==> src/rtl/mac_pkg.sv <==
// Shared sizing helpers, default geometry and per-beat control bundle for the
// pipelined multiply-accumulate engine.
package mac_pkg;

    localparam int LANES_DEF = 16;
    localparam int DW_DEF    = 8;
    localparam int ACC_W_DEF = 32;
    localparam int OUT_W_DEF = 20;
    localparam int SH_W_DEF  = 5;

    function automatic int prod_w(input int dw);
        return 2 * dw;
    endfunction

    function automatic int tree_w(input int lanes, input int dw);
        return 2 * dw + $clog2(lanes);
    endfunction

    function automatic int lane_lo(input int lane, input int w);
        return lane * w;
    endfunction

    // The default accumulator must hold a full tree sum without loss.
    localparam bit ACC_W_OK = ACC_W_DEF >= tree_w(LANES_DEF, DW_DEF);

    typedef struct packed {
        logic vld;
        logic first;
        logic last;
        logic sgn;
    } beat_ctl_t;

endpackage

==> src/rtl/mac_add_tree.sv <==
// Pairwise reduction of LANES equal-width operands with one output register.
// Sums wrap at W bits; W is sized by the caller so no information is lost.
module mac_add_tree
    import mac_pkg::*;
#(
    parameter int LANES = 16,
    parameter int W     = 20
) (
    input  logic             clk,
    input  logic             rstn,
    input  logic [LANES*W-1:0] ops_i,
    output logic [W-1:0]     sum_o
);

    // Heap-ordered nodes: leaves at LANES-1.., root at 0.
    logic [W-1:0] node [2*LANES-1];
    logic [W-1:0] sum_d;
    logic [W-1:0] sum_q;

    genvar gi;
    generate
        for (gi = 0; gi < LANES; gi++) begin : g_leaf
            assign node[LANES-1+gi] = ops_i[lane_lo(gi, W) +: W];
        end
        for (gi = 0; gi < LANES-1; gi++) begin : g_node
            assign node[gi] = node[2*gi+1] + node[2*gi+2];
        end
    endgenerate

    always_comb begin
        sum_d = node[0];
    end

    always_ff @(posedge clk or negedge rstn) begin
        if (!rstn) begin
            sum_q <= '0;
        end else begin
            sum_q <= sum_d;
        end
    end

    assign sum_o = sum_q;

endmodule

==> src/rtl/mac_acc_pipe.sv <==
// Four-register MAC pipeline: lane products, adder tree, framed accumulator,
// then shift/saturate to the output width on the last beat of each frame.
module mac_acc_pipe
    import mac_pkg::*;
#(
    parameter int LANES = LANES_DEF,
    parameter int DW    = DW_DEF,
    parameter int ACC_W = ACC_W_DEF,
    parameter int OUT_W = OUT_W_DEF,
    parameter int SH_W  = SH_W_DEF
) (
    input  logic                clk,
    input  logic                rstn,
    input  logic                vld_i,
    input  logic                first_i,
    input  logic                last_i,
    input  logic                sgn_i,
    input  logic [SH_W-1:0]     shift_i,
    input  logic [LANES*DW-1:0] win,
    input  logic [LANES*DW-1:0] din,
    output logic [OUT_W-1:0]    acc_o,
    output logic                vld_o,
    output logic                sat_o
);

    localparam int PW     = prod_w(DW);
    localparam int TREE_W = tree_w(LANES, DW);

    localparam logic [OUT_W-1:0] S_MAX = {1'b0, {(OUT_W-1){1'b1}}};
    localparam logic [OUT_W-1:0] S_MIN = {1'b1, {(OUT_W-1){1'b0}}};
    localparam logic [OUT_W-1:0] U_MAX = '1;

    beat_ctl_t s1_ctl_d, s1_ctl_q, s2_ctl_q;
    logic [SH_W-1:0] s1_shift_d, s1_shift_q, s2_shift_q, s3_shift_q;
    logic [LANES*PW-1:0]     prod_d, prod_q;
    logic [LANES*TREE_W-1:0] tree_ops;
    logic [TREE_W-1:0]       tree_sum;
    logic [ACC_W-1:0]        sum_ext, acc_d, acc_q;
    logic                    s3_fire_d, s3_fire_q, s3_sgn_d, s3_sgn_q;
    logic [ACC_W-1:0]        shr_s, shr_u, shifted;
    logic                    clip;
    logic [OUT_W-1:0]        acc_o_d, acc_o_q;
    logic                    sat_o_d, sat_o_q, vld_o_d, vld_o_q;

    always_comb begin
        s1_ctl_d       = '0;
        s1_ctl_d.vld   = vld_i;
        s1_ctl_d.first = vld_i & first_i;
        s1_ctl_d.last  = vld_i & last_i;
        s1_ctl_d.sgn   = sgn_i;
        s1_shift_d     = shift_i;
    end

    // Extending to PW before multiplying gives the exact product mod 2^PW.
    genvar gi;
    generate
        for (gi = 0; gi < LANES; gi++) begin : g_lane
            logic [PW-1:0] w_ext, a_ext;
            assign w_ext = sgn_i ? PW'($signed(win[lane_lo(gi, DW) +: DW]))
                                 : PW'(win[lane_lo(gi, DW) +: DW]);
            assign a_ext = sgn_i ? PW'($signed(din[lane_lo(gi, DW) +: DW]))
                                 : PW'(din[lane_lo(gi, DW) +: DW]);
            assign prod_d[gi*PW +: PW] = w_ext * a_ext;
            assign tree_ops[gi*TREE_W +: TREE_W] =
                s1_ctl_q.sgn ? TREE_W'($signed(prod_q[gi*PW +: PW]))
                             : TREE_W'(prod_q[gi*PW +: PW]);
        end
    endgenerate

    mac_add_tree #(
        .LANES (LANES),
        .W     (TREE_W)
    ) u_tree (
        .clk   (clk),
        .rstn  (rstn),
        .ops_i (tree_ops),
        .sum_o (tree_sum)
    );

    always_comb begin
        sum_ext = s2_ctl_q.sgn ? ACC_W'($signed(tree_sum)) : ACC_W'(tree_sum);
        acc_d   = acc_q;
        if (s2_ctl_q.vld) begin
            acc_d = s2_ctl_q.first ? sum_ext : acc_q + sum_ext;
        end
        s3_fire_d = s2_ctl_q.vld & s2_ctl_q.last;
        s3_sgn_d  = s2_ctl_q.sgn;
    end

    // Output stage reads the accumulator one cycle after the last beat lands.
    always_comb begin
        shr_s   = $signed(acc_q) >>> s3_shift_q;
        shr_u   = acc_q >> s3_shift_q;
        shifted = s3_sgn_q ? shr_s : shr_u;
        if (s3_sgn_q) begin
            clip = !((&shifted[ACC_W-1:OUT_W-1]) || !(|shifted[ACC_W-1:OUT_W-1]));
        end else begin
            clip = |shifted[ACC_W-1:OUT_W];
        end
        acc_o_d = acc_o_q;
        sat_o_d = sat_o_q;
        vld_o_d = s3_fire_q;
        if (s3_fire_q) begin
            sat_o_d = clip;
            if (!clip) begin
                acc_o_d = shifted[OUT_W-1:0];
            end else if (s3_sgn_q) begin
                acc_o_d = shifted[ACC_W-1] ? S_MIN : S_MAX;
            end else begin
                acc_o_d = U_MAX;
            end
        end
    end

    always_ff @(posedge clk or negedge rstn) begin
        if (!rstn) begin
            s1_ctl_q   <= '0;
            s1_shift_q <= '0;
            prod_q     <= '0;
            s2_ctl_q   <= '0;
            s2_shift_q <= '0;
            acc_q      <= '0;
            s3_fire_q  <= 1'b0;
            s3_sgn_q   <= 1'b0;
            s3_shift_q <= '0;
            acc_o_q    <= '0;
            sat_o_q    <= 1'b0;
            vld_o_q    <= 1'b0;
        end else begin
            s1_ctl_q   <= s1_ctl_d;
            s1_shift_q <= s1_shift_d;
            prod_q     <= prod_d;
            s2_ctl_q   <= s1_ctl_q;
            s2_shift_q <= s1_shift_q;
            acc_q      <= acc_d;
            s3_fire_q  <= s3_fire_d;
            s3_sgn_q   <= s3_sgn_d;
            s3_shift_q <= s2_shift_q;
            acc_o_q    <= acc_o_d;
            sat_o_q    <= sat_o_d;
            vld_o_q    <= vld_o_d;
        end
    end

    assign acc_o = acc_o_q;
    assign sat_o = sat_o_q;
    assign vld_o = vld_o_q;

endmodule
==> config.mk <==
export PLATFORM = sky130hd
export DESIGN_NAME = mac_acc_pipe
export DESIGN_NICKNAME = d
export VERILOG_FILES = /design/src/rtl/mac_pkg.sv /design/src/rtl/mac_add_tree.sv /design/src/rtl/mac_acc_pipe.sv
export SDC_FILE = /design/constraint.sdc
export NUM_CORES = 2
export LEC_CHECK = 0
export ABC_AREA = 1
export CELL_PAD_IN_SITES_DETAIL_PLACEMENT = 0
export CELL_PAD_IN_SITES_GLOBAL_PLACEMENT = 1
export CORE_MARGIN = 4
export CORE_UTILIZATION = 54
export CTS_BUF_LIST = sky130_fd_sc_hd__clkbuf_4
export CTS_CLUSTER_DIAMETER = 200
export DETAILED_ROUTE_END_ITERATION = 8
export PLACE_DENSITY = 0.95
export SETUP_SLACK_MARGIN = 0.4
export SLEW_MARGIN = 20
export SYNTH_ARGS = -nofsm -noshare
export SYNTH_HDL_FRONTEND = slang
export SYNTH_SLANG_ARGS = --single-unit
==> constraint.sdc <==
create_clock -name clk -period 17.3 [get_ports clk]
set_input_delay 3.46 -clock clk [delete_from_list [all_inputs] [get_ports clk]]
set_output_delay 3.46 -clock clk [all_outputs]
set_load 0.05 [all_outputs]
=== Word-level counts from Yosys, hierarchy flattened ===
Index checks and enable logic that the tools add are counted.

* Register bits: 355
* Input bits: 267
* Output and inout port bits: 22
* Logic and storage cells: 117

* Add/sub/neg operators: 16
* Multipliers: 16
* Shift-type cells: 2
* Multiplexer cells: 55
* Bitwise gates (word level): 3
* Reductions and logical operators: 6

{| class="wikitable"
|+ Operator list
! operator !! number
|-
| $mux 16 || 32
|-
| $mux 20 || 19
|-
| $add 20x20->20 || 15
|-
| $mul 16x16->16 || 16
|-
| $mux 32 || 3
|-
| $add 32x32->32 || 1
|-
| $shr 32x5->32 || 1
|-
| $sshr 32x5->32 || 1
|-
| $reduce_and 13->1 || 1
|-
| $reduce_or 13->1 || 1
|-
| $reduce_or 12->1 || 1
|-
| $and 1x1->1 || 3
|-
| $logic_not 1->1 || 2
|-
| $logic_or 1x1->1 || 1
|-
| $mux 1 || 1
|}

=== Longest topological paths before layout ===
* Word-level depth: 8
* Mapped depth: 29
* Depth with buffers taken out: 27

=== Hierarchy ===
Synthesis repeated with hierarchy kept, for this count alone.

* Cell total of the unflattened synthesis: 10384
* Area total of the unflattened synthesis: 81124.1 µm²

{| class="wikitable"
|+ By module, submodules not included
! module !! instances !! cells each !! area each (µm²) !! sequential area each (µm²)
|-
| mac_acc_pipe || 1 || 9446 || 72584.6 || 8383.0
|-
| mac_add_tree || 1 || 938 || 8539.4 || 500.5
|}

=== Least setup slack after synthesis ===
Ideal clock, no wire load.

* Path kind: input-to-reg
* From: input port sgn_i
* To: register prod_q[207]
* Library setup time: 0.122 ns
* Arrival time: 8.407 ns
* Required time: 17.178 ns
* Setup slack: 8.771 ns
* Stages on the path: 29
* Path buffers: 2
* Cells stage by stage: buf_4 buf_2 nand2_1 inv_1 nand2_1 fa_1 inv_1 fa_1 inv_1 fa_1 inv_1 ha_1 fa_1 inv_1 fa_1 inv_1 ha_1 a21oi_1 o21ai_0 a21oi_1 nor2_1 o21ai_0 nand2_1 nand2_1 inv_1 nor2_1 nor2_1 nor3_1 nor2_1

* Longest elaborated chain between the ends: 2
* Elaborated cells on any way between the ends: 3
* Those cells by class: mul: 1; mux: 2

{| class="wikitable"
|+ Ends and longest elaborated chain
! element !! line !! text
|-
| start, declared || mac_acc_pipe.sv:17 || <nowiki>input logic sgn_i,</nowiki>
|-
| $mux 16 (on tied branches) || mac_acc_pipe.sv:59, mac_acc_pipe.sv:61 ||
|-
| $mul 16x16->16 (*) || mac_acc_pipe.sv:63 || <nowiki>assign prod_d[gi*PW +: PW] = w_ext * a_ext;</nowiki>
|-
| named net prod_d[207] || mac_acc_pipe.sv:35 || <nowiki>logic [LANES*PW-1:0] prod_d, prod_q;</nowiki>
|-
| end signal, assigned || mac_acc_pipe.sv:132 || <nowiki>prod_q <= prod_d;</nowiki>
|-
| end, declared || mac_acc_pipe.sv:35 ||
|}

The timed path passes the listed nets; every way through them passes the cells marked *.
A chain may end at the register's enable or synchronous reset.

=== Final worst setup path ===
Same ends and word-level chain as after synthesis.

==> impl_metrics.xml <==
<?xml version="1.0" encoding="UTF-8"?>
<metrics>
  <group name="finish">
    <metric name="layout.nets" unit="">12050</metric>
    <metric name="seqCellArea" unit="mm²">0.00888</metric>
    <metric name="synthToLayoutAreaGrowth" unit="%">6.92</metric>
    <metric name="fraction_of_final_layout_cells_with_drive_strength_greater_than_1" unit="%">1.93</metric>
    <metric name="area_occupied_by_multi_input_gates" unit="mm²">0.0566</metric>
    <metric name="total_of_fill_cells_in_the_finished_design" unit="">12745</metric>
  </group>
  <group name="detailed_routing">
    <metric name="drtPass1Iterations" unit="">6</metric>
    <metric name="drc" unit="">0</metric>
    <metric name="totalWireLength" unit="mm">189</metric>
    <metric name="routed_wire_length_per_instance" unit="µm">16.5</metric>
    <metric name="ant_nets" unit="">0</metric>
    <metric name="drt_iter0_markers" unit="">3278</metric>
    <metric name="via_count" unit="">56808</metric>
    <metric name="viasPerCell" unit="">4.96</metric>
  </group>
  <group name="logic_synthesis">
    <metric name="yosys-top-cells-count" unit="">inv_1, nand2_1, fa_1, ha_1, dfrtp_1</metric>
    <metric name="number_of_distinct_library_cells_after_synthesis" unit="">51</metric>
    <metric name="synthesis.area" unit="mm²">0.0782</metric>
    <metric name="post_synthesis_sequential_area_ratio" unit="%">11.4</metric>
    <metric name="post-synth-top-area-fraction" unit="%">37.7</metric>
    <metric name="synth_warnings" unit="">0</metric>
    <metric name="ys_ff_latch" unit="">355</metric>
    <metric name="postSynthCellCount" unit="">9385</metric>
    <metric name="synth.most_common_cell" unit="">inv_1</metric>
    <metric name="netlist_top_cells_area" unit="">fa_1, inv_1, ha_1</metric>
    <metric name="ys_async_sr_fraction" unit="%">100</metric>
    <metric name="post-synth-top-area-cell" unit="">fa_1</metric>
    <metric name="synth_fp_nets" unit="">11967</metric>
    <metric name="synth_ff_type" unit="">dfrtp_1</metric>
    <metric name="syn-mean-instance-area" unit="µm²">8.34</metric>
    <metric name="synth_enable_flop_cells" unit="">0</metric>
  </group>
  <group name="place">
    <metric name="hpwlAfterDp" unit="mm">164</metric>
    <metric name="gpl.final_weighted_congestion" unit="">1.00</metric>
    <metric name="place.port_buffers" unit="">288</metric>
  </group>
  <group name="clock_network">
    <metric name="cts.sink_count" unit="">355</metric>
    <metric name="post-cts-setup-buffers" unit="">0</metric>
    <metric name="clk_path_buf_depth" unit="">3</metric>
    <metric name="cts_tree" unit="">done</metric>
    <metric name="cts.hold.buffers_added" unit="">0</metric>
    <metric name="htree_levels" unit="">3</metric>
    <metric name="clock-root-buffer" unit="">clkbuf_4</metric>
    <metric name="insertion_delay" unit="ns">0.96</metric>
    <metric name="numCtsBuffers" unit="">98</metric>
    <metric name="clk_pin_slew" unit="ns">0.07</metric>
    <metric name="cts-resized-gates" unit="">0</metric>
  </group>
  <group name="worst_setup_path">
    <metric name="timing_worst_setup_path_type" unit="">in -&gt; reg</metric>
    <metric name="critical_path.endpoint" unit="">prod_q[207]$_DFF_PN0_</metric>
    <metric name="critical_path.top_delay_family" unit="">adder cells</metric>
    <metric name="crit_cells" unit="">29</metric>
    <metric name="arrival_time_worst_endpoint" unit="ns">9.97</metric>
    <metric name="ff2ff_path_depth" unit="">21</metric>
    <metric name="slowest_stage" unit="">buf_2</metric>
    <metric name="critical_path.reg2reg.startpoint" unit="">prod_q[210]$_DFF_PN0_</metric>
    <metric name="cp_common_cell" unit="">inv_1</metric>
    <metric name="start_kind" unit="">primary input</metric>
    <metric name="path_buf_inv" unit="">9</metric>
    <metric name="launching_element_of_the_worst_setup_path" unit="">sgn_i</metric>
    <metric name="rrSetupSlack" unit="ns">11.35</metric>
    <metric name="critical_path.reg2reg.endpoint" unit="">u_tree.sum_o[16]$_DFF_PN0_</metric>
    <metric name="crit_required" unit="ns">18.09</metric>
    <metric name="worstSetupEndpointType" unit="">flop</metric>
    <metric name="crit_path_max_fanout" unit="">20</metric>
    <metric name="worst_path_largest_cell_delay" unit="ns">0.75</metric>
  </group>
  <group name="grt">
    <metric name="grt_overflow_total" unit="">0</metric>
    <metric name="grt_start_max_net_pins" unit="">173</metric>
    <metric name="antenna_found_initial" unit="">25</metric>
    <metric name="grt_pass1_wl" unit="mm">318</metric>
    <metric name="grt_pass1_vias" unit="">61915</metric>
    <metric name="track_usage" unit="%">26.2</metric>
  </group>
  <group name="floorplan">
    <metric name="chipWidth" unit="µm">389</metric>
    <metric name="floorplan.io_pins" unit="">289</metric>
    <metric name="fp.dieArea" unit="mm²">0.151</metric>
    <metric name="num_rows" unit="">139</metric>
    <metric name="die_y" unit="µm">389</metric>
    <metric name="initial_core_util" unit="%">54.4</metric>
    <metric name="floorplan.core_area" unit="mm²">0.144</metric>
  </group>
  <group name="sta">
    <metric name="final-max-slew-violation-count" unit="">0</metric>
    <metric name="setup_viol" unit="">0</metric>
    <metric name="setup_repair_after_global_routing_missed_its_margin" unit="">no</metric>
    <metric name="finClkSkew" unit="ns">0.0675</metric>
    <metric name="totalNegativeSetupSlack" unit="ns">0</metric>
    <metric name="achievable-frequency" unit="MHz">109</metric>
    <metric name="post-route-period-util" unit="%">53.1</metric>
    <metric name="worstMarginPinSlew" unit="ns">1.04</metric>
    <metric name="post-route-min-period" unit="ns">9.18</metric>
    <metric name="timing.slew.headroom" unit="%">30.6</metric>
    <metric name="hold_viol_final" unit="">0</metric>
  </group>
  <group name="run_status">
    <metric name="outcome" unit="">completed</metric>
  </group>
  <group name="hold_path">
    <metric name="worstHoldStart" unit="">s1_shift_q[2]$_DFF_PN0_</metric>
    <metric name="hold_path.class" unit="">reg -&gt; reg</metric>
  </group>
  <group name="flow_run">
    <metric name="max_cap_viol" unit="">0</metric>
  </group>
</metrics>
-- worst register-to-register path: stages (launching register included) --
cell	delay (ns)
dfrtp_1	0.37
inv_1	0.16
fa_1	0.48
fa_1	0.54
inv_1	0.05
fa_1	0.48
fa_1	0.52
fa_1	0.50
inv_1	0.05
fa_1	0.47
inv_1	0.04
ha_1	0.27
fa_1	0.49
nand3_1	0.11
nand2_1	0.11
nand4_1	0.09
nand3_1	0.15
a21boi_0	0.32
o21bai_1	0.10
a21oi_1	0.20
o21ai_0	0.12
xor2_1	0.16
-- metal layers --
| metal | part of all wire (%) | vias to the layer above | track usage [%] |
|---|---|---|---|
| met5 | 0.033 | - | 0 |
| met4 | 3.7 | 10 | 8.64 |
| met3 | 5.8 | 334 | 3.89 |
| met2 | 50 | 1491 | 45.7 |
| met1 | 41 | 28063 | 33.6 |
| li1 | - | 26910 | - |
-- cells by family after synthesis --
| group | share of synthesized area [%] |
|---|---|
| buf+inv | 16.3 |
| flops | 11.4 |
| xor+xnor | 5.82 |
| fa+ha+maj | 51.2 |
| compound gates | 3.96 |
| mux | 0.154 |
| simple gates | 11.3 |
-- per-stage QoR --
step           area, µm²  setup WS, ns  instances  hold WS (ns)  utilization [%]
6_report           83600          8.12      11455         0.335             58.2
5_1_grt            83600          7.83      11448         0.329             58.1
4_1_cts            83600          8.26      11438         0.339             58.1
3_5_place_dp       82300          7.25      11271         0.336             57.2
3_3_place_gp       82300          7.19      11271         0.335             57.2
2_1_floorplan      78200          8.77       9385         0.331                -
-- worst min path at each step --
| stage | endpoint | slack, ns | depth (start not counted) |
|---|---|---|---|
| floorplan | s2_ctl_q[1]$_DFF_PN0_ | 0.33 | 0 |
| global placement | s3_shift_q[2]$_DFF_PN0_ | 0.34 | 0 |
| detailed placement | s2_shift_q[4]$_DFF_PN0_ | 0.34 | 0 |
| CTS | s2_shift_q[2]$_DFF_PN0_ | 0.34 | 0 |
| global route | s2_shift_q[2]$_DFF_PN0_ | 0.33 | 0 |
| finish | s2_shift_q[2]$_DFF_PN0_ | 0.33 | 0 |
-- cell type report --
class	count	area share, %
inverter	3051	13.7
timing repair buffer	298	3.55
sequential	355	10.6
clock inverter	42	0.413
clock buffer	125	1.12
antenna	17	0.0509
multi-input combinational	5664	67.7
tap	1903	2.85
-- state kept, by name (all words and copies together) (netlist names), 3 cells and up --
name / count
s2_ctl_q: 3
u_tree.sum_o: 20
s1_shift_q: 5
s1_ctl_q: 4
prod_q: 256
s2_shift_q: 5
s3_shift_q: 5
acc_q: 32
acc_o: 20
-- cells in the final DEF, fill, tap and decap left out, drive strengths merged, types with 21 or more instances in the layout --
| master | n |
|---|---|
| inv | 3053 |
| nand2 | 1698 |
| fa | 1475 |
| ha | 840 |
| dfrtp | 355 |
| nor2 | 325 |
| a21oi | 288 |
| clkdlybuf4s50 | 286 |
| xnor2 | 264 |
| xor2 | 256 |
| o21ai | 183 |
| nand3 | 164 |
| clkbuf | 125 |
| clkinv | 33 |
| nor3 | 21 |
| o211ai | 21 |
Power is not shown: default switching activity piles up to over one toggle a cycle in this logic, so the estimate is an artifact.
